**src/rtl/ahb_slv_pkg.sv**
```systemverilog
// Shared AHB-Lite encodings, slave state set and bus-geometry helper for the register slave.
// Latency: n/a (types only).  Backpressure: n/a.
package ahb_slv_pkg;

  typedef enum logic [1:0] {
    HTRANS_IDLE   = 2'b00,
    HTRANS_BUSY   = 2'b01,
    HTRANS_NONSEQ = 2'b10,
    HTRANS_SEQ    = 2'b11
  } htrans_e;

  typedef enum logic [2:0] {
    HSIZE_BYTE  = 3'd0,
    HSIZE_HALF  = 3'd1,
    HSIZE_WORD  = 3'd2,
    HSIZE_DWORD = 3'd3,
    HSIZE_4W    = 3'd4,
    HSIZE_8W    = 3'd5,
    HSIZE_16W   = 3'd6,
    HSIZE_32W   = 3'd7
  } hsize_e;

  typedef enum logic [1:0] {
    HRESP_OKAY  = 2'b00,
    HRESP_ERROR = 2'b01
  } hresp_e;

  typedef enum logic [2:0] {
    ST_IDLE    = 3'd0,
    ST_DATA    = 3'd1,
    ST_RD_WAIT = 3'd2,
    ST_ERR1    = 3'd3,
    ST_ERR2    = 3'd4
  } state_e;

  // Number of byte-offset address bits on a bus of the given data width.
  function automatic int unsigned bus_size_log2(input int unsigned dw);
    return $clog2(dw / 8);
  endfunction

endpackage

```
**src/rtl/ahb_be_gen.sv**
```systemverilog
// Byte-enable decoder: transfer size plus low address bits to per-lane enables.
// Latency: combinational.  Backpressure: none.
module ahb_be_gen
  import ahb_slv_pkg::*;
#(
  parameter  int AHB_DW = 32,
  localparam int NB     = AHB_DW / 8,
  localparam int BW     = bus_size_log2(AHB_DW)
) (
  input  logic [2:0]    hsize,
  input  logic [BW-1:0] addr_lo,
  output logic [NB-1:0] be
);

  // An offset bit only selects lanes when it lies at or above the transfer size;
  // sizes at or beyond the bus width therefore enable every lane.
  logic [BW-1:0] keep;

  always_comb begin
    keep = '0;
    be   = '0;
    for (int b = 0; b < BW; b++) begin
      keep[b] = (int'(hsize) <= b);
    end
    for (int i = 0; i < NB; i++) begin
      be[i] = ((BW'(i) ^ addr_lo) & keep) == '0;
    end
  end

endmodule

```
**src/rtl/ahb_reg_slave.sv**
```systemverilog
// AHB-Lite slave front end for a flat register file with a one-cycle select strobe.
// Latency: writes zero-wait, reads RD_LAT wait states; invalid transfers get a two-cycle ERROR
// when AHB_REG_SLAVE_ERR_EN is defined, else are dropped.  Backpressure: hreadyout_o low in read wait / ERR1.
module ahb_reg_slave
  import ahb_slv_pkg::*;
#(
  parameter int AHB_AW = 32,
  parameter int AHB_DW = 32,
  parameter int RD_LAT = 0
) (
  input  logic                  clk,
  input  logic                  rst_n,
  input  logic                  hsel_i,
  input  logic [AHB_AW-1:0]     haddr_i,
  input  logic                  hwrite_i,
  input  logic [1:0]            htrans_i,
  input  logic [2:0]            hsize_i,
  input  logic [2:0]            hburst_i,
  input  logic [AHB_DW-1:0]     hwdata_i,
  input  logic                  hready_i,
  input  logic                  hmastlock_i,
  output logic                  hreadyout_o,
  output logic [1:0]            hresp_o,
  output logic [AHB_DW-1:0]     hrdata_o,
  output logic                  bs_sel_o,
  output logic                  bs_wr_o,
  output logic [AHB_AW-1:0]     bs_addr_o,
  output logic [AHB_DW/8-1:0]   bs_be_o,
  output logic [AHB_DW-1:0]     bs_wdata_o,
  input  logic [AHB_DW-1:0]     rg_rdata_i
);

  localparam int         NB       = AHB_DW / 8;
  localparam int         BW       = bus_size_log2(AHB_DW);
  localparam logic [2:0] MAX_SIZE = 3'(BW);
  localparam logic [2:0] RD_LAST  = (RD_LAT > 0) ? 3'(RD_LAT - 1) : 3'd0;

  state_e        state;
  logic [2:0]    wait_cnt;
  logic          rd_done;
  htrans_e       trans;
  logic          acc;
  logic          addr_ok;
  logic          size_ok;
  logic          acc_ok;
  logic [NB-1:0] be_dec;

  // Bursts are decoded beat by beat and locking has no meaning for a register file.
  logic unused_ok;
  assign unused_ok = ^{hburst_i, hmastlock_i};

  assign trans   = htrans_e'(htrans_i);
  assign acc     = hsel_i && hready_i && (trans == HTRANS_NONSEQ || trans == HTRANS_SEQ);
  assign size_ok = (hsize_i <= MAX_SIZE);
  assign acc_ok  = acc && size_ok && addr_ok;

  always_comb begin
    addr_ok = 1'b1;
    for (int b = 0; b < BW; b++) begin
      if (b < int'(hsize_i) && haddr_i[b]) addr_ok = 1'b0;
    end
  end

`ifdef AHB_REG_SLAVE_ERR_EN
  logic acc_bad;
  assign acc_bad = acc && !(size_ok && addr_ok);
`endif

  ahb_be_gen #(.AHB_DW(AHB_DW)) u_be_gen (
    .hsize   (hsize_i),
    .addr_lo (haddr_i[BW-1:0]),
    .be      (be_dec)
  );

  // Write data is only valid in the data phase, which is exactly the strobe cycle.
  assign bs_wdata_o = hwdata_i;
  assign hrdata_o   = rd_done ? rg_rdata_i : '0;

  always_ff @(posedge clk) begin
    if (!rst_n) begin
      state       <= ST_IDLE;
      wait_cnt    <= '0;
      rd_done     <= 1'b0;
      hreadyout_o <= 1'b1;
      hresp_o     <= HRESP_OKAY;
      bs_sel_o    <= 1'b0;
      bs_wr_o     <= 1'b0;
      bs_addr_o   <= '0;
      bs_be_o     <= '0;
    end else begin
      bs_sel_o    <= 1'b0;
      bs_wr_o     <= 1'b0;
      bs_be_o     <= '0;
      rd_done     <= 1'b0;
      hresp_o     <= HRESP_OKAY;
      hreadyout_o <= 1'b1;

      // hreadyout_o high means idle or the last data-phase cycle: a new address may land.
      if (hreadyout_o) begin
        state    <= ST_IDLE;
        wait_cnt <= '0;
        if (acc_ok) begin
          bs_sel_o  <= 1'b1;
          bs_wr_o   <= hwrite_i;
          bs_addr_o <= {haddr_i[AHB_AW-1:BW], {BW{1'b0}}};
          bs_be_o   <= hwrite_i ? be_dec : '1;
          if (hwrite_i || RD_LAT == 0) begin
            state   <= ST_DATA;
            rd_done <= !hwrite_i;
          end else begin
            state       <= ST_RD_WAIT;
            hreadyout_o <= 1'b0;
          end
        end
`ifdef AHB_REG_SLAVE_ERR_EN
        else if (acc_bad) begin
          state       <= ST_ERR1;
          hreadyout_o <= 1'b0;
          hresp_o     <= HRESP_ERROR;
        end
`endif
      end else begin
        case (state)
          ST_RD_WAIT: begin
            wait_cnt <= wait_cnt + 3'd1;
            if (wait_cnt == RD_LAST) rd_done <= 1'b1;
            else                     hreadyout_o <= 1'b0;
          end
`ifdef AHB_REG_SLAVE_ERR_EN
          ST_ERR1: begin
            state   <= ST_ERR2;
            hresp_o <= HRESP_ERROR;
          end
`endif
          default: state <= ST_IDLE;
        endcase
      end
    end
  end

endmodule

```
**config.mk**
```make
export PLATFORM = sky130hd
export DESIGN_NAME = ahb_reg_slave
export DESIGN_NICKNAME = d
export VERILOG_FILES = /design/src/rtl/ahb_slv_pkg.sv /design/src/rtl/ahb_be_gen.sv /design/src/rtl/ahb_reg_slave.sv
export SDC_FILE = /design/constraint.sdc
export NUM_CORES = 1
export LEC_CHECK = 0
export CAP_MARGIN = 40
export CORE_AREA = 2 2 84 86
export DETAILED_ROUTE_END_ITERATION = 8
export DIE_AREA = 0 0 86 88
export DONT_BUFFER_PORTS = 1
export PLACE_DENSITY = 0.4
export SYNTH_ARGS = -nofsm -noshare
export SYNTH_HDL_FRONTEND = slang
export SYNTH_HIERARCHICAL = 1
export SYNTH_SLANG_ARGS = --single-unit
```
**constraint.sdc**
```tcl
create_clock -name clk -period 1.6 [get_ports clk]
set_input_delay 0.4 -clock clk [delete_from_list [all_inputs] [get_ports clk]]
set_output_delay 0.4 -clock clk [all_outputs]
set_load 0.005 [all_outputs]
```
; ---- Word level (Yosys, flattened, before mapping)
; Index checks and enable logic that the tools add are counted.
[word_totals]
mem_count = 0
latchBits = 0
inputBits = 110
ram_bits = 0
wordCells = 57
romBits = 0
reg_bits = 44
output_inout_bits = 105
[classes]
n_mul = 0
eq_ne = 4
muxes = 12
div = 0
order_cmp = 5
shift = 0
n_addsub = 1
bitwise_logic = 9
reduce_logical = 18
[ops]
columns = cell, n
row1 = 32-bit 2-to-1 mux, 1
row2 = 2-bit bitwise AND, 4
row3 = 2-bit logical NOT, 4
row4 = 1-bit 2-to-1 mux, 8
row5 = "3-bit by 1-bit <= comparator with 1-bit output, second input constant", 2
row6 = 1-bit logical AND, 6
row7 = "1-bit by 3-bit < comparator with 1-bit output, first input constant", 2
row8 = 3-bit 2-to-1 mux, 2
row9 = "2-bit equality test, second input constant", 2
row10 = 4-bit 2-to-1 mux, 1
row11 = 1-bit inverter, 4
row12 = 2-bit AND reduction, 2
row13 = "3-bit by 1-bit adder with 3-bit output, second input constant", 1
row14 = "3-bit by 2-bit equality test with 1-bit output, second input constant", 1
row15 = "3-bit by 2-bit <= comparator with 1-bit output, second input constant", 1
row16 = 3-bit logical NOT, 1
row17 = 3-bit AND reduction, 1
row18 = 3-bit OR reduction, 1
row19 = "2-bit != test, second input constant", 1
row20 = 2-bit inverter, 1
row21 = 2-bit OR reduction, 1
row22 = 1-bit logical NOT, 1
row23 = 1-bit logical OR, 1

; ---- Logic depth before layout (Yosys ltp)
[logic_depth]
word_depth = 7
mapped_depth = 5
depth_no_buf = 4

; ---- Cells and area by module
; The synthesis kept the hierarchy.
[modules_own_cells]
columns = module, instances, seq_area_each_um2, area_per_inst_um2, cells_per_inst
row1 = ahb_reg_slave, 1, 740.7, 1943.1, 229
row2 = ahb_be_gen, 1, 0.0, 42.5, 8

; ---- Worst setup path before layout
; Ideal clock, no wire load.
[synth_timing]
path_kind = input port to flip-flop
startpoint = in hsize_i[2]
endpoint = reg bs_addr_o[10]
n_path_buf = 2
slack_ps = 325
cell_stages = 5
required_time_ps = 1528
setup_time_ps = 72
arrival_time_ps = 1204
path_cell_list = and4b_1 -> and3_1 -> buf_6 -> buf_12 -> mux2i_1
[synth_between]
elab_chain_len = 6
word_cells_on_any_way = 10
classes_between = order compare (3) / mux (2) / reduce/logical (5)
[synth_lines]
columns = item, line
row1 = start: declaration, ahb_reg_slave.sv:17  ; input logic [2:0] hsize_i,
row2 = 1-bit by 3-bit < comparator with 1-bit output, ahb_reg_slave.sv:60  ; if (b < int'(hsize_i) && haddr_i[b]) addr_ok = 1'b0;
row3 = 1-bit logical AND, ahb_reg_slave.sv:60
row4 = 1-bit 2-to-1 mux (2 in a row), ahb_reg_slave.sv:60
row5 = 1-bit logical AND *, ahb_reg_slave.sv:55  ; assign acc_ok = acc && size_ok && addr_ok;
row6 = 2-bit AND reduction (no source line) *, n/a
row7 = end signal: assignment, ahb_reg_slave.sv:105  ; bs_addr_o <= {haddr_i[AHB_AW-1:BW], {BW{1'b0}}};
row8 = end: declaration, ahb_reg_slave.sv:27  ; output logic [AHB_AW-1:0] bs_addr_o,
; Mark *: on every way between the ends. The rest lies on a longest branch, timed or not.
; A chain may end at the register's enable or synchronous reset.

; ---- Final worst setup path
[layout_timing]
startpoint = reg rd_done
endpoint = out hrdata_o[20]
[layout_between]
elab_chain_len = 1
[layout_lines]
columns = item, line
row1 = start: declaration, ahb_reg_slave.sv:40  ; logic rd_done;
row2 = start signal: assignment, ahb_reg_slave.sv:109  ; rd_done <= !hwrite_i;
row3 = 32-bit 2-to-1 mux, ahb_reg_slave.sv:77  ; assign hrdata_o = rd_done ? rg_rdata_i : '0;
row4 = end: declaration, ahb_reg_slave.sv:24  ; output logic [AHB_DW-1:0] hrdata_o,
; No other way between the ends.

==> metrics <==
DRT iter0 DRCs 17; Final Instance Area 1860 um2; commonest non-fill, non-tap cells in the layout nand2_1 (60), dfxtp_1 (36), and2_1 (32); Max FO, Critical Path 20; Boundary Pins 215; mapped cell area 1990 um2; Max rail drop VDD 299 uV; sequential fraction of the synthesis area 37.3%; detailed-route wire length per cell 15.2 um; share of cells above drive strength 1 7.00%; NetSw 0.000372 W; Comb pwr share 3.2%; Synth cell types 19; hold buffer count at cts 0; CTS clk-pin slew, worst paths 0.07 ns; Hold Vio Cnt, Final 0; DRC violations left 0; first-pass GRT wire length 6030 um; Sw Share 20.2%; crit end category output port; antenna-violating nets left 0; CTS Buffer Depth 2; Post-Place Cells 272; worst clock skew 0 ns; initial antenna violation count 0; global route overflow 0; HPWL after detailed placement 3260 um; Horiz. Die Dim 86 um; largest cells by area after synthesis dfxtp_1 (37%), mux2i_1 (15%), buf_4 (14%); worst min-delay path category input pin to flip-flop; P_leak 0.734 nW; Setup Viol. Count Final 0; via count of the first global-routing pass 1,186; Clock Latency Late Sink 0.28 ns; Total GRT Usage 10.5%; Worst setup SP type flip-flop; DR pass1 iterations 3; die area 7570 um2; Worst EP arrival 1.04 ns; input/output buffers 0; max_cap viols 0; crit share post-route 90.2%; Die Ht 88 um; status complete, no violations; most common cell after layout, fill and taps aside nand2_1; Yosys warning count 6; Starting Density 29.9%; Non-Filler Instances 280; share of the synthesized area in the top cell type 37.3%; Clock power frac 45.8%; number of post-CTS setup repair buffers 0; P per Cell Area 986 nW/um2; H-tree depth 2; CTS tree done; number of buffers created by CTS 5; Std-Cell Rows 30; # fillers 718; Avg Cell Area, Syn 8.38 um2; RD Place Congestion 0.652; Yosys top cell by area dfxtp_1; CTS Root Cell clkbuf_8; ant diodes 0; Worst Path Required 1.20 ns; critical setup path kind flip-flop to output port; vias 1,275; register share of total power 51.0%; Layout area overhead -6.11%; Slew Viols, Final 0; RSZ-0062 raised after global routing false; Max Clock Freq 693 MHz; CTS Sinks 37; dpl cell area 1750 um2; synthesized flop and latch total 37; Routed WL 4270 um; Core ar. 6640 um2; post-CTS sizing 0; largest net degree at the start of global routing 62; cell internal pwr 0.00147 W; minimum clock period 1.44 ns; fin nets 309; vias per std cell 4.55; post-route setup TNS 0 ns; Syn Inst Count 237
==> power groups by stage <==
stage | registers [W] | logic, W | clock network [W]
after floorplan | 0.000957 | 0.000148 | 0
after CTS | 0.000938 | 0.0000595 | 0.000879
after detailed placement | 0.000959 | 0.0000594 | 0
after global placement | 0.000959 | 0.0000579 | 0
after global routing | 0.000939 | 0.0000680 | 0.000917
final | 0.000937 | 0.0000584 | 0.000842
==> area by class of cell <==
cell class	instances	area (um2)	area share (%)
Inverter	7	26.3	1.41
Clock inverter	1	30.0	1.61
Sequential cell	37	742	39.8
Timing Repair Buffer	3	35.0	1.88
Tap cell	80	100	5.37
Clock buffer	7	86.3	4.63
Multi-Input combinational cell	145	845	45.3
==> worst max-delay path: stages, from the launching register on <==
cell and delay (ns):
dfxtp_2 0.40, buf_4 0.20, and2_1 0.17
==> final timing paths <==
kind	start	endpoint	slack (ns)	depth (start not counted)
worst max register to register	bs_addr_o[13]$_SDFFE_PN0P_	bs_addr_o[13]$_SDFFE_PN0P_	0.98	2
worst min-delay path	hwrite_i	rd_done$_SDFF_PN0_	0.18	1
worst max-delay path	rd_done$_SDFF_PN0_	hrdata_o[20]	0.16	2
worst min register to register	bs_addr_o[16]$_SDFFE_PN0P_	bs_addr_o[16]$_SDFFE_PN0P_	0.48	2
==> Yosys cell counts <==
| cell | instances |
|---|---|
| o21ai_1 | 4 |
| clkbuf_1 | 10 |
| buf_4 | 37 |
| buf_6 | 1 |
| inv_1 | 7 |
| nor2b_2 | 1 |
| buf_12 | 3 |
| nor2_2 | 1 |
| and2_1 | 32 |
| a21oi_1 | 4 |
| conb_1 | 2 |
| nor2_1 | 3 |
| and3_1 | 1 |
| dfxtp_1 | 37 |
| nand2_1 | 60 |
| o21ai_0 | 2 |
| and4b_1 | 1 |
| mux2i_1 | 30 |
| nand4_1 | 1 |
==> state kept, by name, indices dropped and copies added (netlist names) <==
| signal | count |
|---|---|
| bs_addr_o | 30 |
| bs_be_o | 4 |
| rd_done | 1 |
| bs_wr_o | 1 |
| bs_sel_o | 1 |
==> kinds of logic (layout without fill, tap and decap cells) <==
| group | count (synthesis) | in the layout | synth area share [%] |
|---|---|---|---|
| AOI/OAI and AO/OA | 10 | 10 | 2.52 |
| buffers and inverters | 58 | 18 | 20.8 |
| DFF | 37 | 37 | 37.3 |
| muxes | 30 | 30 | 15.1 |
| other | 2 | 5 | 0.378 |
| and+or+nand+nor | 100 | 100 | 23.9 |
==> layer usage <==
layer,track usage (%),vias to the layer above,routed length (um)
met5,0,-,0
met4,6.20,0,129
met3,5.94,15,556
met2,17.3,92,2030
met1,10.4,548,1550
li1,-,620,-
==> per-stage QoR <==
| stage | power [W] | worst slack [ns] | hold WS [ns] | utilization (%) |
|---|---|---|---|---|
| floorplan | 0.00110 | 0.325 | 0.451 | - |
| global placement | 0.00102 | 0.218 | 0.463 | 26.3 |
| detailed placement | 0.00102 | 0.170 | 0.469 | 26.3 |
| CTS | 0.00188 | 0.0155 | 0.167 | 28.0 |
| global route | 0.00192 | 0.0520 | 0.156 | 28.1 |
| finish | 0.00184 | 0.156 | 0.175 | 28.1 |
Power figures use the tool's default switching activity.
